File: src/rtl/mux2_rr_feeder.sv
`default_nettype none
// ============================================================================
// Module      : mux2_rr_feeder
// Description : Two-requester round-robin arbiter feeding a one-entry output
//               register. The registered sel records which requester supplied
//               the held word, for the downstream 2:1 mux.
// Revision    : 1.0 - initial release
// ============================================================================
module mux2_rr_feeder #(
    parameter int DW = 8
) (
    input  logic          clk,
    input  logic          rst_n,
    input  logic          a_valid,
    input  logic [DW-1:0] a_data,
    output logic          a_ready,
    input  logic          b_valid,
    input  logic [DW-1:0] b_data,
    output logic          b_ready,
    output logic          out_valid,
    output logic [DW-1:0] out_data,
    output logic          sel,
    input  logic          out_ready
);

    logic          r_out_valid;
    logic [DW-1:0] r_out_data;
    logic          r_sel;
    logic          r_last;     // 1: B won most recently, so A has priority

    logic          w_load_en;
    logic          w_grant_a;
    logic          w_grant_b;

    // Load when the slot is empty or being drained; arbitrate on current requests.
    always_comb begin
        w_load_en = ~r_out_valid | out_ready;
        w_grant_a = a_valid & (~b_valid | r_last);
        w_grant_b = b_valid & (~a_valid | ~r_last);
    end

    // Readies are forced low while reset is asserted so nothing is handshaken.
    always_comb begin
        a_ready = rst_n & w_load_en & w_grant_a;
        b_ready = rst_n & w_load_en & w_grant_b;
    end

    // Output register and priority memory; priority only rotates on a real grant.
    always_ff @(posedge clk or negedge rst_n) begin
        if (!rst_n) begin
            r_out_valid <= 1'b0;
            r_out_data  <= '0;
            r_sel       <= 1'b0;
            r_last      <= 1'b1;
        end else if (w_load_en) begin
            if (w_grant_a | w_grant_b) begin
                r_out_data  <= w_grant_b ? b_data : a_data;
                r_sel       <= w_grant_b;
                r_last      <= w_grant_b;
                r_out_valid <= 1'b1;
            end else begin
                r_out_valid <= 1'b0;
            end
        end
    end

    assign out_valid = r_out_valid;
    assign out_data  = r_out_data;
    assign sel       = r_sel;

endmodule
`default_nettype wire

File: config.mk
export PLATFORM = sky130hd
export DESIGN_NAME = mux2_rr_feeder
export DESIGN_NICKNAME = d
export VERILOG_FILES = /design/src/rtl/mux2_rr_feeder.sv
export SDC_FILE = /design/constraint.sdc
export NUM_CORES = 1
export LEC_CHECK = 0
export BUFFER_PORTS_ARGS = -buffer_cell sky130_fd_sc_hd__buf_2
export CAP_MARGIN = 10
export CORE_MARGIN = 5
export CORE_UTILIZATION = 36
export CTS_CLUSTER_DIAMETER = 100
export CTS_CLUSTER_SIZE = 40
export DETAILED_ROUTE_END_ITERATION = 10
export PLACE_DENSITY_LB_ADDON = 0.08
export SYNTH_ARGS = -nofsm -noshare
export SYNTH_HDL_FRONTEND = slang
export SYNTH_SLANG_ARGS = --single-unit
File: constraint.sdc
create_clock -name clk -period 1.2 [get_ports clk]
set_input_delay 0.12 -clock clk [delete_from_list [all_inputs] [get_ports clk]]
set_output_delay 0.12 -clock clk [all_outputs]
set_load 0.02 [all_outputs]
# Yosys cells after proc, flatten, opt, wreduce, memory -nomap -nowiden
# Index checks and enable logic that the tools add are counted.
dict set report word_totals {
  word_cells 20
  ff_bits 11
  out_inout_bits 12
  in_bits 21
}
dict set report classes {
  reduce_logical 1
  muxes 2
  n_bitwise 13
}
# cell count
set ops {}
lappend ops {{$mux 8} 1}
lappend ops {{$and 1x1->1} 5}
lappend ops {{$not 1->1} 4}
lappend ops {{$or 1x1->1} 4}
lappend ops {{$reduce_and 2->1} 1}
lappend ops {{$mux 1} 1}

# Depth between registers and ports, before layout
# Gate-level depths: netlist (run 1).
dict set report logic_depth {
  word_depth 5
  ltp_mapped 5
  mapped_depth_nobuf 3
}

# Worst setup path before layout (run 1)
# Ideal clock, no wire load.
dict set report synth_timing {
  kind {reg2out}
  startpoint {reg r_out_valid, in the netlist out_valid}
  endpoint {out a_ready}
  arrival_ns 1.287
  required_ns 1.080
  path_stages_with_launch 5
  n_path_buf 1
  setup_slack_ns -0.207
  cell_sequence {dfrtp_1 > nand2b_1 > clkbuf_1 > nand2_1 > nor2_1}
}
dict set report synth_via {
  elab_chain_cells 4
}
# element line_no
set synth_rtl {}
lappend synth_rtl {{start, declared} 26} ;# logic r_out_valid;
lappend synth_rtl {{start signal, assigned} 51} ;# r_out_valid <= 1'b0;
lappend synth_rtl {{start signal, assigned} 60} ;# r_out_valid <= 1'b1;
lappend synth_rtl {{start signal, assigned} 62} ;# r_out_valid <= 1'b0;
lappend synth_rtl {{$not 1->1} 37} ;# w_load_en = ~r_out_valid | out_ready;
lappend synth_rtl {{$or 1x1->1} 37}
lappend synth_rtl {{$and 1x1->1 (2 in a row)} 44} ;# a_ready = rst_n & w_load_en & w_grant_a;
lappend synth_rtl {{end, declared} 16} ;# output logic a_ready,
# No other way between the ends.

# Final worst setup path (run 1)
dict set report layout_timing {
  startpoint {reg r_last}
  endpoint {out a_ready}
}
dict set report layout_via {
  elab_chain_cells 3
}
# element line_no
set layout_rtl {}
lappend layout_rtl {{start, declared} 29} ;# logic r_last;
lappend layout_rtl {{start signal, assigned} 59} ;# r_last <= w_grant_b;
lappend layout_rtl {{$or 1x1->1} 38} ;# w_grant_a = a_valid & (~b_valid | r_last);
lappend layout_rtl {{$and 1x1->1} 38}
lappend layout_rtl {{$and 1x1->1} 44}
# No other way between the ends.

==> impl_metrics.json, run 1 <==
{
  "grt_use_total": 0.130,
  "nNetsFinal": 125,
  "final.min_clock_period_ns": 1.34,
  "clockBufferDepth": 2,
  "dieArea_sq_um": 2420,
  "cellLeakagePower_nw": 0.416,
  "hold_viol": 0,
  "fmax_mhz": 746,
  "fin_ws_ns": -0.141,
  "post-route-util": 0.583,
  "synth_top_area_frac": 0.454,
  "die_h_um": 49.2,
  "start_util": 0.375,
  "ys_seq_area_frac": 0.501,
  "arrival_ns": 1.22,
  "dr_total_vias": 595,
  "grt_pass1_wl_mm": 2.53,
  "drv_slew": 0,
  "area_growth_pct": 55.6,
  "min_path_type": "in -> reg",
  "slowest_stage": "dfstp_2",
  "grt.overflow.total": 0,
  "syn_area_per_cell_sq_um": 8.76,
  "status": "finished, violations left",
  "diodes": 0,
  "drtIter0Drc": 8,
  "crit_type": "reg -> out",
  "cp.required_ns": 1.08,
  "drt_first_pass_iters": 4,
  "drc": 0,
  "yosysUniqueCellTypes": 17,
  "cp_common_cell": "buf_6",
  "synthTopCellsByArea": "dfrtp_1 (45%), nand2_1 (12%), a31oi_1 (9.1%), a21oi_1 (8.2%), dfstp_2 (4.8%)",
  "avgRoutedWirePerCell_um": 13.1,
  "skew_ns": 0.00279,
  "grt_setup_unrepaired": "yes",
  "r2r_end": "out_data[3]",
  "antenna_found_initial": 0,
  "cts_tree": "built",
  "syn_inst": 63,
  "ctsHtreeMaxLevel": 1,
  "cts_buffers": 3,
  "reg2reg_slack_ns": 0.03,
  "p_per_area_nw_per_um2": 1300,
  "yosysTopAreaCell": "dfrtp_1",
  "antenna_left": 0,
  "num_rows": 14,
  "endpoint": "a_ready",
  "portBuffers": 32,
  "synth_seq_cells": 11,
  "peakVddDrop_uv": 750,
  "die_w_um": 49.2,
  "setup_violations": 2,
  "reg2reg_from": "r_last",
  "cp-start-kind": "flop",
  "final.period_utilization": 1.12,
  "ff2ff_path_depth": 4,
  "synth_nets": 84,
  "syn_area_sq_um": 552,
  "timing.critical_path.from": "r_last",
  "clk_latency_ns": 0.26,
  "cts_root_buf": "clkbuf_4",
  "place_congestion": 0.731,
  "holdWs_ns": 0.103,
  "slew_headroom": 0.718,
  "yosys_warnings": 0,
  "clock_sinks": 11,
  "tightest_slew_ns": 0.421,
  "endpoint_kind": "output port",
  "critPathMaxStageDelay_ns": 0.57,
  "ios": 33,
  "maxCapViolCount": 0,
  "dp_hpwl_mm": 1.13,
  "first_global_vias": 584,
  "grt_max_degree": 12,
  "core_area_sq_um": 1470,
  "violations": "negative setup slack",
  "n_fill_cell": 145,
  "drive_above_1_share": 0.515,
  "path_clk_slew_ns": 0.07,
  "cp_cell_sequence": "buf_6, o21ai_4, nor2_4, buf_6",
  "path_max_fanout": 3,
  "via_per_inst": 5.00,
  "power_mw": 1.12,
  "wl_mm": 1.56
}
==> metrics by stage <==
step | instances | setup TNS, ns | area (sq um) | worst slack, ns
floorplan | 63 | -0.00976 | 573 | -0.00976
finish | 119 | -0.203 | 858 | -0.141
detailed placement | 112 | -0.876 | 756 | -0.144
global placement | 112 | -0.556 | 756 | -0.101
global route | 119 | -0.260 | 858 | -0.168
CTS | 118 | -0.186 | 836 | -0.145
==> state kept, by name, summed over array words and instances (netlist names) <==
| register | cells |
|---|---|
| out_data | 8 |
| out_valid | 1 |
| sel | 1 |
| r_last | 1 |
==> metal layers <==
| metal | global-route usage | share of wire | vias to the layer above |
|---|---|---|---|
| li1 | - | - | 294 |
| met1 | 0.164 | 0.43 | 280 |
| met2 | 0.202 | 0.49 | 19 |
| met3 | 0.0428 | 0.077 | 2 |
| met4 | 0.0538 | 0.012 | 0 |
| met5 | 0 | 0 | - |
==> how the worst min path moves through the flow <==
stage               slack (ns)  depth (start not counted)      start           to
CTS                       0.09                          2    a_valid       r_last
global route               0.1                          3  a_data[4]  out_data[4]
finish                    0.10                          3  a_data[1]  out_data[1]
floorplan                -0.18                          0      rst_n  out_data[0]
global placement          0.06                          2      rst_n  out_data[6]
detailed placement        0.07                          2      rst_n  out_data[3]
==> layout make-up <==
type                    count  area, sq um  share of cell area
flip-flops and latches     11          278               0.324
repair buffers             40          243               0.283
multi-input cells          46          284               0.331
clock buffers               4         26.3              0.0306
well taps                  16         20.0              0.0233
inverters                   2         7.51             0.00875
==> synth_stat cells <==
library cell	count
o21ai_1	1
nand2b_1	2
clkbuf_1	2
a31oi_2	1
a21bo_2	1
nor2_1	2
dfrtp_1	10
and2_4	1
inv_1	2
a21oi_1	9
a31oi_1	8
a21boi_1	1
buf_6	2
o21ai_0	1
or2_1	1
nand2_1	18
dfstp_2	1
==> logic make-up (layout without fill, tap and decap cells) <==
| logic type | count (synthesis) | after routing | synth area share |
|---|---|---|---|
| simple gates | 24 | 24 | 0.186 |
| buf+inv | 6 | 46 | 0.0680 |
| flops | 11 | 11 | 0.501 |
| compound gates | 22 | 22 | 0.245 |
==> worst max-delay path: cells and delay by family, from the launching register on <==
family / cells / cell delay, ns
buf+inv: 2 / 0.24
flops: 1 / 0.57
compound gates: 1 / 0.06
simple gates: 1 / 0.09
==> power by group <==
part | leakage (nW) | internal [mW] | switching, mW
logic | 0.279 | 0.175 | 0.223
clock network | 0.0150 | 0.128 | 0.124
registers | 0.122 | 0.436 | 0.0331
==> placed cells by master (no fill, tap or decap), types with 2 or more instances in the layout <==
master / instances
buf_2: 30
nand2_1: 17
a21oi_1: 9
dfrtp_1: 9
a31oi_1: 8
buf_4: 5
buf_6: 4
clkbuf_4: 3
inv_1: 2
nor2_4: 2
==> repair_timing <==
action                     in CTS  in global routing
hold endpoints to repair       10                  0
hold buffers                    1                  0
resized for setup              10                  3
setup buffers                   1                  1
setup endpoints to repair      11                  5
pin swaps                       1                  1
No activity file was read; power rests on OpenSTA's default activity.
==> run 2: changes to the inputs <==
--- a/config.mk
+++ b/config.mk
@@ -8,11 +8,12 @@
 export BUFFER_PORTS_ARGS = -buffer_cell sky130_fd_sc_hd__buf_2
 export CAP_MARGIN = 10
 export CORE_MARGIN = 5
-export CORE_UTILIZATION = 36
+export CORE_UTILIZATION = 40
 export CTS_CLUSTER_DIAMETER = 100
 export CTS_CLUSTER_SIZE = 40
 export DETAILED_ROUTE_END_ITERATION = 10
 export PLACE_DENSITY_LB_ADDON = 0.08
+export REMOVE_ABC_BUFFERS = 1
 export SYNTH_ARGS = -nofsm -noshare
 export SYNTH_HDL_FRONTEND = slang
 export SYNTH_SLANG_ARGS = --single-unit
==> constraint.sdc (replaced) <==
create_clock -name clk -period 1.25 [get_ports clk]
set_input_delay 0.125 -clock clk [delete_from_list [all_inputs] [get_ports clk]]
set_output_delay 0.125 -clock clk [all_outputs]
set_load 0.02 [all_outputs]
==> impl_metrics.json, run 2 (same netlist as run 1, synthesis figures left out) <==
{
  "fmax_mhz": 764,
  "dieArea_sq_um": 2220,
  "cts_buffers": 3,
  "cp-start-kind": "flop",
  "area_growth_pct": 47.4,
  "drive_above_1_share": 0.466,
  "hold_path_startpoint": "a_data[4]",
  "reg2reg_slack_ns": 0.06,
  "wl_mm": 1.53,
  "maxCapViolCount": 0,
  "cts_root_buf": "clkbuf_4",
  "drc": 0,
  "stdcell_count": 118,
  "hold_viol": 0,
  "dp_hpwl_mm": 1.09,
  "status": "finished, violations left",
  "arrival_ns": 1.18,
  "drtIter0Drc": 4,
  "cp.required_ns": 1.12,
  "drt_first_pass_iters": 4,
  "die_h_um": 47.1,
  "diodes": 0,
  "slew_headroom": 0.771,
  "fin_ws_ns": -0.0590,
  "skew_ns": 0.000494,
  "clockBufferDepth": 2,
  "grt.overflow.total": 0,
  "final.period_utilization": 1.05,
  "grt_setup_unrepaired": "yes",
  "layout_common_cells": "buf_2 (31), nand2_1 (18), dfrtp_1 (10), a21oi_1 (9)",
  "ctsHtreeMaxLevel": 1,
  "cts_tree": "built",
  "ios": 33,
  "reg2reg_from": "r_last",
  "portBuffers": 32,
  "power_mw": 1.05,
  "nNetsFinal": 125,
  "antenna_left": 0,
  "largest_reg_flops": 8,
  "placed_cells": 109,
  "first_global_vias": 577,
  "violations": "negative setup slack",
  "r2r_end": "out_data[7]",
  "core_area_sq_um": 1300,
  "clk_latency_ns": 0.26,
  "cellLeakagePower_nw": 0.409,
  "path_max_fanout": 5,
  "die_w_um": 47.1,
  "drv_slew": 0,
  "tightest_slew_ns": 0.344,
  "setup_violations": 2,
  "crit_type": "reg -> out",
  "p_per_area_nw_per_um2": 1290,
  "grt_use_total": 0.162,
  "final.min_clock_period_ns": 1.31,
  "grt_pass1_wl_mm": 2.45,
  "min_path_type": "in -> reg",
  "ff2ff_path_depth": 4,
  "clock_sinks": 11,
  "dr_total_vias": 598,
  "grt_max_degree": 12,
  "peakVddDrop_uv": 667,
  "via_per_inst": 5.07,
  "antenna_found_initial": 0,
  "place_congestion": 0.704,
  "start_util": 0.424,
  "avgRoutedWirePerCell_um": 13.0,
  "num_rows": 13,
  "endpoint_kind": "output port",
  "holdPathStages": 3,
  "final_common_cell": "buf_2",
  "worstHoldEndpoint": "out_data[4]",
  "path_clk_slew_ns": 0.07
}
run 2: cell counts in the layout (fill, tap and decap cells not counted):
No cell type changed its count.
run 2: critical path, cell delays in order, from the launching register on:
cell	delay [ns]
dfstp_2	0.58
a21bo_4	0.15
nor2_1	0.04
buf_2	0.15
run 2: layout make-up:
class                   count  area [sq um]
flip-flops and latches     11           277
well taps                  15          18.8
multi-input cells          46           259
inverters                   2          7.51
clock buffers               4          26.3
fillers                   129           488
repair buffers             40           225
run 2: worst max-delay path by stage:
stage | from | end | slack, ns | cells past startpoint
2_1_floorplan | out_valid | a_ready | -0.04 | 3
3_3_place_gp | r_last | out_data[5] | -0.05 | 3
3_5_place_dp | r_last | out_data[5] | -0.11 | 3
4_1_cts | r_last | b_ready | -0.11 | 3
5_1_grt | r_last | a_ready | -0.10 | 3
6_report | r_last | b_ready | -0.06 | 3
run 2: repair_timing:
item,in CTS,in global routing
endpoints found under the setup margin,10,2
buffers inserted,1,3
gates resized for setup,4,2
hold endpoints to repair,11,0
hold buffers,1,0
pin swaps,1,3
run 2: through the flow:
stage	area [sq um]	util	TNS (ns)	hold WS [ns]	worst slack [ns]
2_1_floorplan	522	-	-0.0831	-0.171	-0.0415
3_3_place_gp	723	0.556	-0.107	0.0671	-0.0483
3_5_place_dp	723	0.556	-0.639	0.0726	-0.115
4_1_cts	787	0.605	-0.170	0.0970	-0.111
5_1_grt	813	0.625	-0.199	0.106	-0.103
6_report	813	0.625	-0.0896	0.0999	-0.0590
run 2: power by group:
| group | internal, mW | switching, mW | leakage [nW] |
|---|---|---|---|
| logic | 0.150 | 0.197 | 0.272 |
| clock network | 0.123 | 0.124 | 0.0150 |
| registers | 0.418 | 0.0371 | 0.122 |
| total | 0.692 | 0.357 | 0.409 |
run 2: metal layers:
layer | track usage | vias to the layer above | share of wire
met3 | 0.0575 | 4 | 0.081
met1 | 0.187 | 274 | 0.41
li1 | - | 297 | -
met4 | 0.105 | 0 | 0.018
met5 | 0 | - | 0
met2 | 0.252 | 23 | 0.49
